<file path="src/rtl/rv_ctrl_pkg.sv">
// rv_ctrl_pkg: shared opcodes, FSM states and control-field encodings for multicycle_control
package rv_ctrl_pkg;
  localparam logic [6:0] OP_R      = 7'b0110011;
  localparam logic [6:0] OP_IMM    = 7'b0010011;
  localparam logic [6:0] OP_LOAD   = 7'b0000011;
  localparam logic [6:0] OP_STORE  = 7'b0100011;
  localparam logic [6:0] OP_BRANCH = 7'b1100011;
  localparam logic [6:0] OP_JAL    = 7'b1101111;
  typedef enum logic [3:0] {
    S_IDLE, S_FETCH, S_DECODE, S_EX_R, S_EX_I, S_WB_ALU, S_MEM_ADDR,
    S_MEM_RD, S_MEM_WB, S_MEM_WR, S_BRANCH, S_JAL, S_TRAP
  } state_t;
  localparam logic [1:0] ALUOP_ADD    = 2'b00;
  localparam logic [1:0] ALUOP_CMP    = 2'b01;
  localparam logic [1:0] ALUOP_R      = 2'b10;
  localparam logic [1:0] ALUOP_I      = 2'b11;
  localparam logic [1:0] ALUSRC_B_RS2 = 2'b00;
  localparam logic [1:0] ALUSRC_B_4   = 2'b01;
  localparam logic [1:0] ALUSRC_B_IMM = 2'b10;
  localparam logic [1:0] PC_SRC_PC4   = 2'b00;
  localparam logic [1:0] PC_SRC_TGT   = 2'b01;
  localparam logic [1:0] PC_SRC_TRAP  = 2'b10;
  localparam logic [1:0] MEMTOREG_ALU = 2'b00;
  localparam logic [1:0] MEMTOREG_MEM = 2'b01;
  localparam logic [1:0] MEMTOREG_PC4 = 2'b10;
endpackage

</file>
<file path="src/rtl/mem_wait_timer.sv">
// mem_wait_timer: saturating memory wait-state counter with timeout flag
// Ports: clk, rst_n (async active-low), clr (zero the count), en (count this cycle),
//        expire (this waiting cycle is the last one allowed before a timeout)
module mem_wait_timer #(
  parameter int W = 4
) (
  input  logic clk,
  input  logic rst_n,
  input  logic clr,
  input  logic en,
  output logic expire
);
  localparam logic [W-1:0] MAX = '1;
  logic [W-1:0] count;
  always_ff @(posedge clk or negedge rst_n) begin
    if (!rst_n) count <= '0;
    else if (clr) count <= '0;
    else if (en && count != MAX) count <= count + 1'b1;
  end
  // The count holds waits already completed, so MAX-1 means this cycle is the MAX-th wait.
  assign expire = en && count >= MAX - 1'b1;
endmodule

</file>
<file path="src/rtl/multicycle_control.sv">
// multicycle_control: Moore FSM sequencing one RV32I instruction with memory handshake and traps
// Ports: clk, rst_n (async active-low), opcode (IR[6:0]), branch_cond, mem_ready;
//        memory port mem_req/memread/memwrite/iord; datapath controls ir_write, pc_write,
//        pc_src, alusrc_a, alusrc_b, aluop, regwrite, memtoreg; status trap, busy
module multicycle_control
  import rv_ctrl_pkg::*;
#(
  parameter int TIMEOUT_W = 4,
  parameter bit HAS_JAL   = 1,
  parameter int ALUOP_W   = 2
) (
  input  logic               clk,
  input  logic               rst_n,
  input  logic [6:0]         opcode,
  input  logic               branch_cond,
  input  logic               mem_ready,
  output logic               mem_req,
  output logic               memread,
  output logic               memwrite,
  output logic               iord,
  output logic               ir_write,
  output logic               pc_write,
  output logic [1:0]         pc_src,
  output logic               alusrc_a,
  output logic [1:0]         alusrc_b,
  output logic [ALUOP_W-1:0] aluop,
  output logic               regwrite,
  output logic [1:0]         memtoreg,
  output logic               trap,
  output logic               busy
);
  state_t state, state_nx;
  logic expire;
  mem_wait_timer #(.W(TIMEOUT_W)) u_timer (
    .clk(clk),
    .rst_n(rst_n),
    .clr(mem_ready || state_nx != state),
    .en(state inside {S_FETCH, S_MEM_RD, S_MEM_WR}),
    .expire(expire)
  );
  always_comb begin
    state_nx = S_FETCH;
    case (state)
      S_FETCH:    state_nx = mem_ready ? S_DECODE : expire ? S_TRAP : S_FETCH;
      S_DECODE:   state_nx = opcode == OP_R ? S_EX_R :
                             opcode == OP_IMM ? S_EX_I :
                             (opcode == OP_LOAD || opcode == OP_STORE) ? S_MEM_ADDR :
                             opcode == OP_BRANCH ? S_BRANCH :
                             (HAS_JAL && opcode == OP_JAL) ? S_JAL : S_TRAP;
      S_EX_R:     state_nx = S_WB_ALU;
      S_EX_I:     state_nx = S_WB_ALU;
      S_MEM_ADDR: state_nx = opcode == OP_STORE ? S_MEM_WR : S_MEM_RD;
      S_MEM_RD:   state_nx = mem_ready ? S_MEM_WB : expire ? S_TRAP : S_MEM_RD;
      S_MEM_WR:   state_nx = mem_ready ? S_FETCH : expire ? S_TRAP : S_MEM_WR;
      default:    state_nx = S_FETCH;
    endcase
  end
  always_ff @(posedge clk or negedge rst_n) begin
    if (!rst_n) state <= S_IDLE;
    else state <= state_nx;
  end
  always_comb begin
    mem_req  = 1'b0;
    memread  = 1'b0;
    memwrite = 1'b0;
    iord     = 1'b0;
    ir_write = 1'b0;
    pc_write = 1'b0;
    pc_src   = PC_SRC_PC4;
    alusrc_a = 1'b0;
    alusrc_b = ALUSRC_B_RS2;
    aluop    = ALUOP_W'(ALUOP_ADD);
    regwrite = 1'b0;
    memtoreg = MEMTOREG_ALU;
    trap     = 1'b0;
    busy     = state != S_IDLE;
    case (state)
      S_FETCH: begin
        mem_req  = 1'b1;
        memread  = 1'b1;
        ir_write = mem_ready;
        pc_write = mem_ready;
        alusrc_b = mem_ready ? ALUSRC_B_4 : ALUSRC_B_RS2;
      end
      S_DECODE: alusrc_b = ALUSRC_B_IMM;
      S_EX_R: begin
        alusrc_a = 1'b1;
        aluop    = ALUOP_W'(ALUOP_R);
      end
      S_EX_I: begin
        alusrc_a = 1'b1;
        alusrc_b = ALUSRC_B_IMM;
        aluop    = ALUOP_W'(ALUOP_I);
      end
      S_WB_ALU: regwrite = 1'b1;
      S_MEM_ADDR: begin
        alusrc_a = 1'b1;
        alusrc_b = ALUSRC_B_IMM;
      end
      S_MEM_RD: begin
        mem_req = 1'b1;
        memread = 1'b1;
        iord    = 1'b1;
      end
      S_MEM_WB: begin
        regwrite = 1'b1;
        memtoreg = MEMTOREG_MEM;
      end
      S_MEM_WR: begin
        mem_req  = 1'b1;
        memwrite = 1'b1;
        iord     = 1'b1;
      end
      S_BRANCH: begin
        alusrc_a = 1'b1;
        aluop    = ALUOP_W'(ALUOP_CMP);
        pc_src   = PC_SRC_TGT;
        pc_write = branch_cond;
      end
      S_JAL: begin
        pc_write = 1'b1;
        pc_src   = PC_SRC_TGT;
        regwrite = 1'b1;
        memtoreg = MEMTOREG_PC4;
      end
      S_TRAP: begin
        trap     = 1'b1;
        pc_write = 1'b1;
        pc_src   = PC_SRC_TRAP;
      end
      default: ;
    endcase
  end
endmodule

</file>
<file path="config.mk">
export PLATFORM = sky130hd
export DESIGN_NAME = multicycle_control
export DESIGN_NICKNAME = d
export VERILOG_FILES = /design/src/rtl/rv_ctrl_pkg.sv /design/src/rtl/mem_wait_timer.sv /design/src/rtl/multicycle_control.sv
export SDC_FILE = /design/constraint.sdc
export NUM_CORES = 1
export LEC_CHECK = 0
export ABC_AREA = 0
export BUFFER_PORTS_ARGS = -buffer_cell sky130_fd_sc_hd__buf_2
export CORE_MARGIN = 1.5
export CORE_UTILIZATION = 53
export CTS_CLUSTER_DIAMETER = 80
export DETAILED_ROUTE_END_ITERATION = 16
export GPL_TIMING_DRIVEN = 0
export HOLD_SLACK_MARGIN = 0.1
export PLACE_DENSITY = 0.91
export SYNTH_ARGS = -nofsm -noshare
export SYNTH_HDL_FRONTEND = slang
export SYNTH_SLANG_ARGS = --single-unit
</file>
<file path="constraint.sdc">
create_clock -name clk -period 2.9 [get_ports clk]
set_input_delay 0.145 -clock clk [delete_from_list [all_inputs] [get_ports clk]]
set_output_delay 0.145 -clock clk [all_outputs]
set_load 0.05 [all_outputs]
</file>
==> impl_summary.log <==
[metrics] status: finished, final reports clean
[metrics] portion of synthesized cell area occupied by the leading cell type: 0.2289
[metrics] arrival time of the worst setup path: about 2.2 ns
[metrics] fraction of the cycle the final worst path needs: 0.7117
[metrics] ratio of cells with drive above 1 in the final layout: 0.2752
[metrics] portion of total power attributed to combinational logic: 0.805
[metrics] Synth area leader: sky130_fd_sc_hd__dfrtp_1
[metrics] final critical-path required period: 2.064 ns
[metrics] power dissipated by switching net loads: around 770 uW
[metrics] family of cells with the greatest summed delay on the critical path: compound AO/OA/AOI/OAI gates
[metrics] Die Width: about 44 um
[metrics] average footprint of a synthesized cell: between 7 and 8 sq um
[metrics] endpoint kind of the worst setup timing path: flip-flop
[metrics] Distinct cells, synth: 44
[metrics] worst setup skew after layout: 0.001005 ns
[metrics] static leakage power: around 0.00056 uW
[metrics] stage delay of the slowest cell on the critical path: around 0.37 ns
[metrics] max-slew violations: 0
[metrics] post-route worst hold slack: 0.1512 ns
[metrics] Hold WC Path Type: in2reg
[metrics] maximum frequency from static timing analysis: 0.4845 GHz
[metrics] number of failing hold endpoints at the final stage: 0
[metrics] total core area: between 1500 and 2000 sq um
[metrics] top-level port count: 29
[metrics] Final setup violation count: 0
[metrics] synthesis-stage register bit count: 8
[metrics] headroom to the max-slew limit: 0.7902
[metrics] antenna-violating nets left: 0
[metrics] area of the die: roughly 1900 sq um
[metrics] total nets after synthesis: 131
[metrics] number of antenna violations at the first check in global routing: 0
[metrics] Post-synth top cells: sky130_fd_sc_hd__nor2_1 (15), sky130_fd_sc_hd__nand2_1 (11), sky130_fd_sc_hd__nor3_1 (10)
[metrics] internal portion of total power: ~480 uW
[metrics] vias in the first global route: between 900 and 1000
[metrics] average wire length per cell after detail routing: between 10 and 15 um
[metrics] total standard cell area after synthesis: approximately 900 sq um
[metrics] fraction of power spent switching nets: 0.6152
[metrics] detailed-route DRC error count: 0
[metrics] Worst-Margin Slew: around 0.31 ns
[metrics] sequential fraction of the synthesis area: 0.2289
[metrics] TritonCTS buffer count: 3
[metrics] Max VDD drop: approximately 0.00061 V
[metrics] Post-Synthesis Cells: roughly 120
[metrics] clock network power share: 0.067
[metrics] H-tree depth reported by CTS: 1
[metrics] share of total power in sequential cells: 0.128
[metrics] data required time at the worst endpoint: approximately 3 ns
[metrics] critical-path maximum fanout: 5
[metrics] number of buffers and inverters on the critical path: 1
[metrics] via count: about 1000
[metrics] post-route setup TNS: 0 ns
[metrics] RSZ-0062 raised after global routing: no
[metrics] number of flops mapped to enable cells by yosys: 0
[metrics] Placed Cells: approximately 160
[metrics] sum of net half-perimeters after detailed placement: approximately 1700 um
[metrics] Post-Route WL: roughly 2100 um
[metrics] clock latency at the later pin of the worst-skew pair: ~0.25 ns
[metrics] diode count: 0
[metrics] Final Util: 0.6970
[metrics] maximum clock insertion buffer count: 2
[metrics] violation count after the first detailed-routing iteration: 42
[metrics] number of vias per cell: a little over 6
[metrics] global placement routability congestion: between 0.8 and 0.9
[metrics] Gates resized, CTS repair: 0
[metrics] synth top area cells: sky130_fd_sc_hd__dfrtp_1 (23%), sky130_fd_sc_hd__nor2_1 (6.4%), sky130_fd_sc_hd__nor3_1 (5.7%)
[metrics] port buffer count: 27
[metrics] list of cells traversed by the critical path: inv_1, ha_1, o211ai_2, nand2b_1, o311a_1, a311o_1, nor3_1
[metrics] post-synthesis async set-or-reset flop share: 1.000
[metrics] master of the slowest instance on the critical path: sky130_fd_sc_hd__dfrtp_1
[metrics] multi-input gate area in the final layout: approximately 600 sq um
[metrics] CTS tree: done
[metrics] Remaining Overflow, GRT: 0
[metrics] total global routing track utilization: 0.2455
[metrics] count of non-filler cells in the finished layout: 165
[metrics] startpoint kind of the worst setup timing path: flip-flop
[metrics] power density relative to cell area: 1186 nW/um^2
[metrics] Filler Cell Count: 116
[metrics] TritonCTS sink count: 8
[metrics] maximum number of pins on one net before global-route repair: 11
[metrics] placement row count: 14
[metrics] Starting Density: 0.5739
[metrics] max cap viols: 0
[metrics] Clock Tree Root: sky130_fd_sc_hd__clkbuf_4
[metrics] worst setup slack after placement: about 0.87 ns
[metrics] Post-layout nets: about 160
[metrics] Area Growth Syn to Fin: 21.46%
[metrics] flip-flop cell with the highest count after synthesis: sky130_fd_sc_hd__dfrtp_1
[metrics] clock transition at the registers of the reported paths: 0.05 ns
[metrics] most common cell in the synthesized netlist: sky130_fd_sc_hd__nor2_1
[metrics] smallest setup slack after layout: ~0.84 ns
[metrics] Syn. warnings: 0
[metrics] global-route wire length before repair: between 3000 and 4000 um
[metrics] path type of the worst setup path: reg2reg
[metrics] count of TritonRoute iterations in the first routing pass: 4
[metrics] flip-flop and latch area: ~200 sq um
[metrics] Die Span Y: around 44 um
per-layer routing:
metal / GRT usage / vias to the layer above / wire length, um
met5: 0 / - / 0
met4: 0.1152 / 0 / 14
met3: 0.01250 / 2 / 111
met2: 0.4559 / 44 / 1100
met1: 0.2835 / 465 / 894
li1: - / 488 / -
cell usage in the layout (no fill, tap or decap), types with 2 or more instances in the layout:
master and instances:
sky130_fd_sc_hd__nand4b_1 2, sky130_fd_sc_hd__clkbuf_4 3, sky130_fd_sc_hd__dfrtp_1 8, sky130_fd_sc_hd__a31oi_1 2, sky130_fd_sc_hd__xnor2_1 3, sky130_fd_sc_hd__inv_1 4
sky130_fd_sc_hd__buf_2 29, sky130_fd_sc_hd__ha_1 2, sky130_fd_sc_hd__buf_4 4, sky130_fd_sc_hd__o21bai_1 2, sky130_fd_sc_hd__nand3_1 3, sky130_fd_sc_hd__nor2_1 15
sky130_fd_sc_hd__nand2b_1 4, sky130_fd_sc_hd__nor3_1 10, sky130_fd_sc_hd__o21ai_0 4, sky130_fd_sc_hd__nand2_1 11, sky130_fd_sc_hd__nand3b_1 2, sky130_fd_sc_hd__and3_1 3
sky130_fd_sc_hd__a21o_1 3, sky130_fd_sc_hd__o31ai_1 2, sky130_fd_sc_hd__a21oi_1 8
per-stage QoR:
| step | total power, uW | instance area, sq um |
|---|---|---|
| 6_report | 1259 | 1062 |
| 5_1_grt | 1337 | 1062 |
| 4_1_cts | 1258 | 1062 |
| 3_5_place_dp | 1168 | 1030 |
| 3_3_place_gp | 1151 | 1030 |
| 2_1_floorplan | 974.2 | 874.6 |
what timing repair did:
item | CTS | global route
setup endpoints to repair | 0 | 0
buffers inserted | 0 | 0
hold endpoints to repair | 8 | 0
hold buffers | 1 | 0
cell type report:
type	count	area share
inverter	4	0.01413
clock buffer	3	0.02120
multi-input combinational	98	0.5642
sequential	8	0.1885
tap	16	0.01885
buffer	8	0.05654
timing repair buffer	28	0.1366
final timing paths:
kind,startpoint,endpoint,slack [ns],cells after the start
max,u_timer.count[0],u_timer.count[0],0.84,7
min,mem_ready,state[2],0.15,2
max reg2reg,u_timer.count[0],u_timer.count[0],0.84,7
min reg2reg,u_timer.count[3],u_timer.count[3],0.64,2
max in group asynchronous,rst_n,u_timer.count[1],2.47,2
min in group asynchronous,rst_n,state[2],0.27,2
power groups by stage:
stage	Combinational (uW)	Clock [uW]	Sequential (uW)
CTS	1010	87.2	160
floorplan	816	0	158
detailed placement	1010	0	162
finish	1010	84.6	161
global route	1080	89.3	164
global placement	990	0	161
sequential cells by signal (all words and copies together) (netlist names):
name,cells
state,4
u_timer.count,4
cell families (layout without fill, tap and decap cells):
kind of cell,count (synthesis),after routing,share of synthesized area
AO/OA/AOI/OAI,32,32,0.2518
XOR/XNOR,4,4,0.04006
adder cells (fa/ha/maj),2,2,0.02861
buffers and inverters,12,43,0.08583
flip-flops,8,8,0.2289
multiplexers,2,2,0.02432
AND/OR/NAND/NOR,58,58,0.3405
No activity file was read; power rests on OpenSTA's default activity.
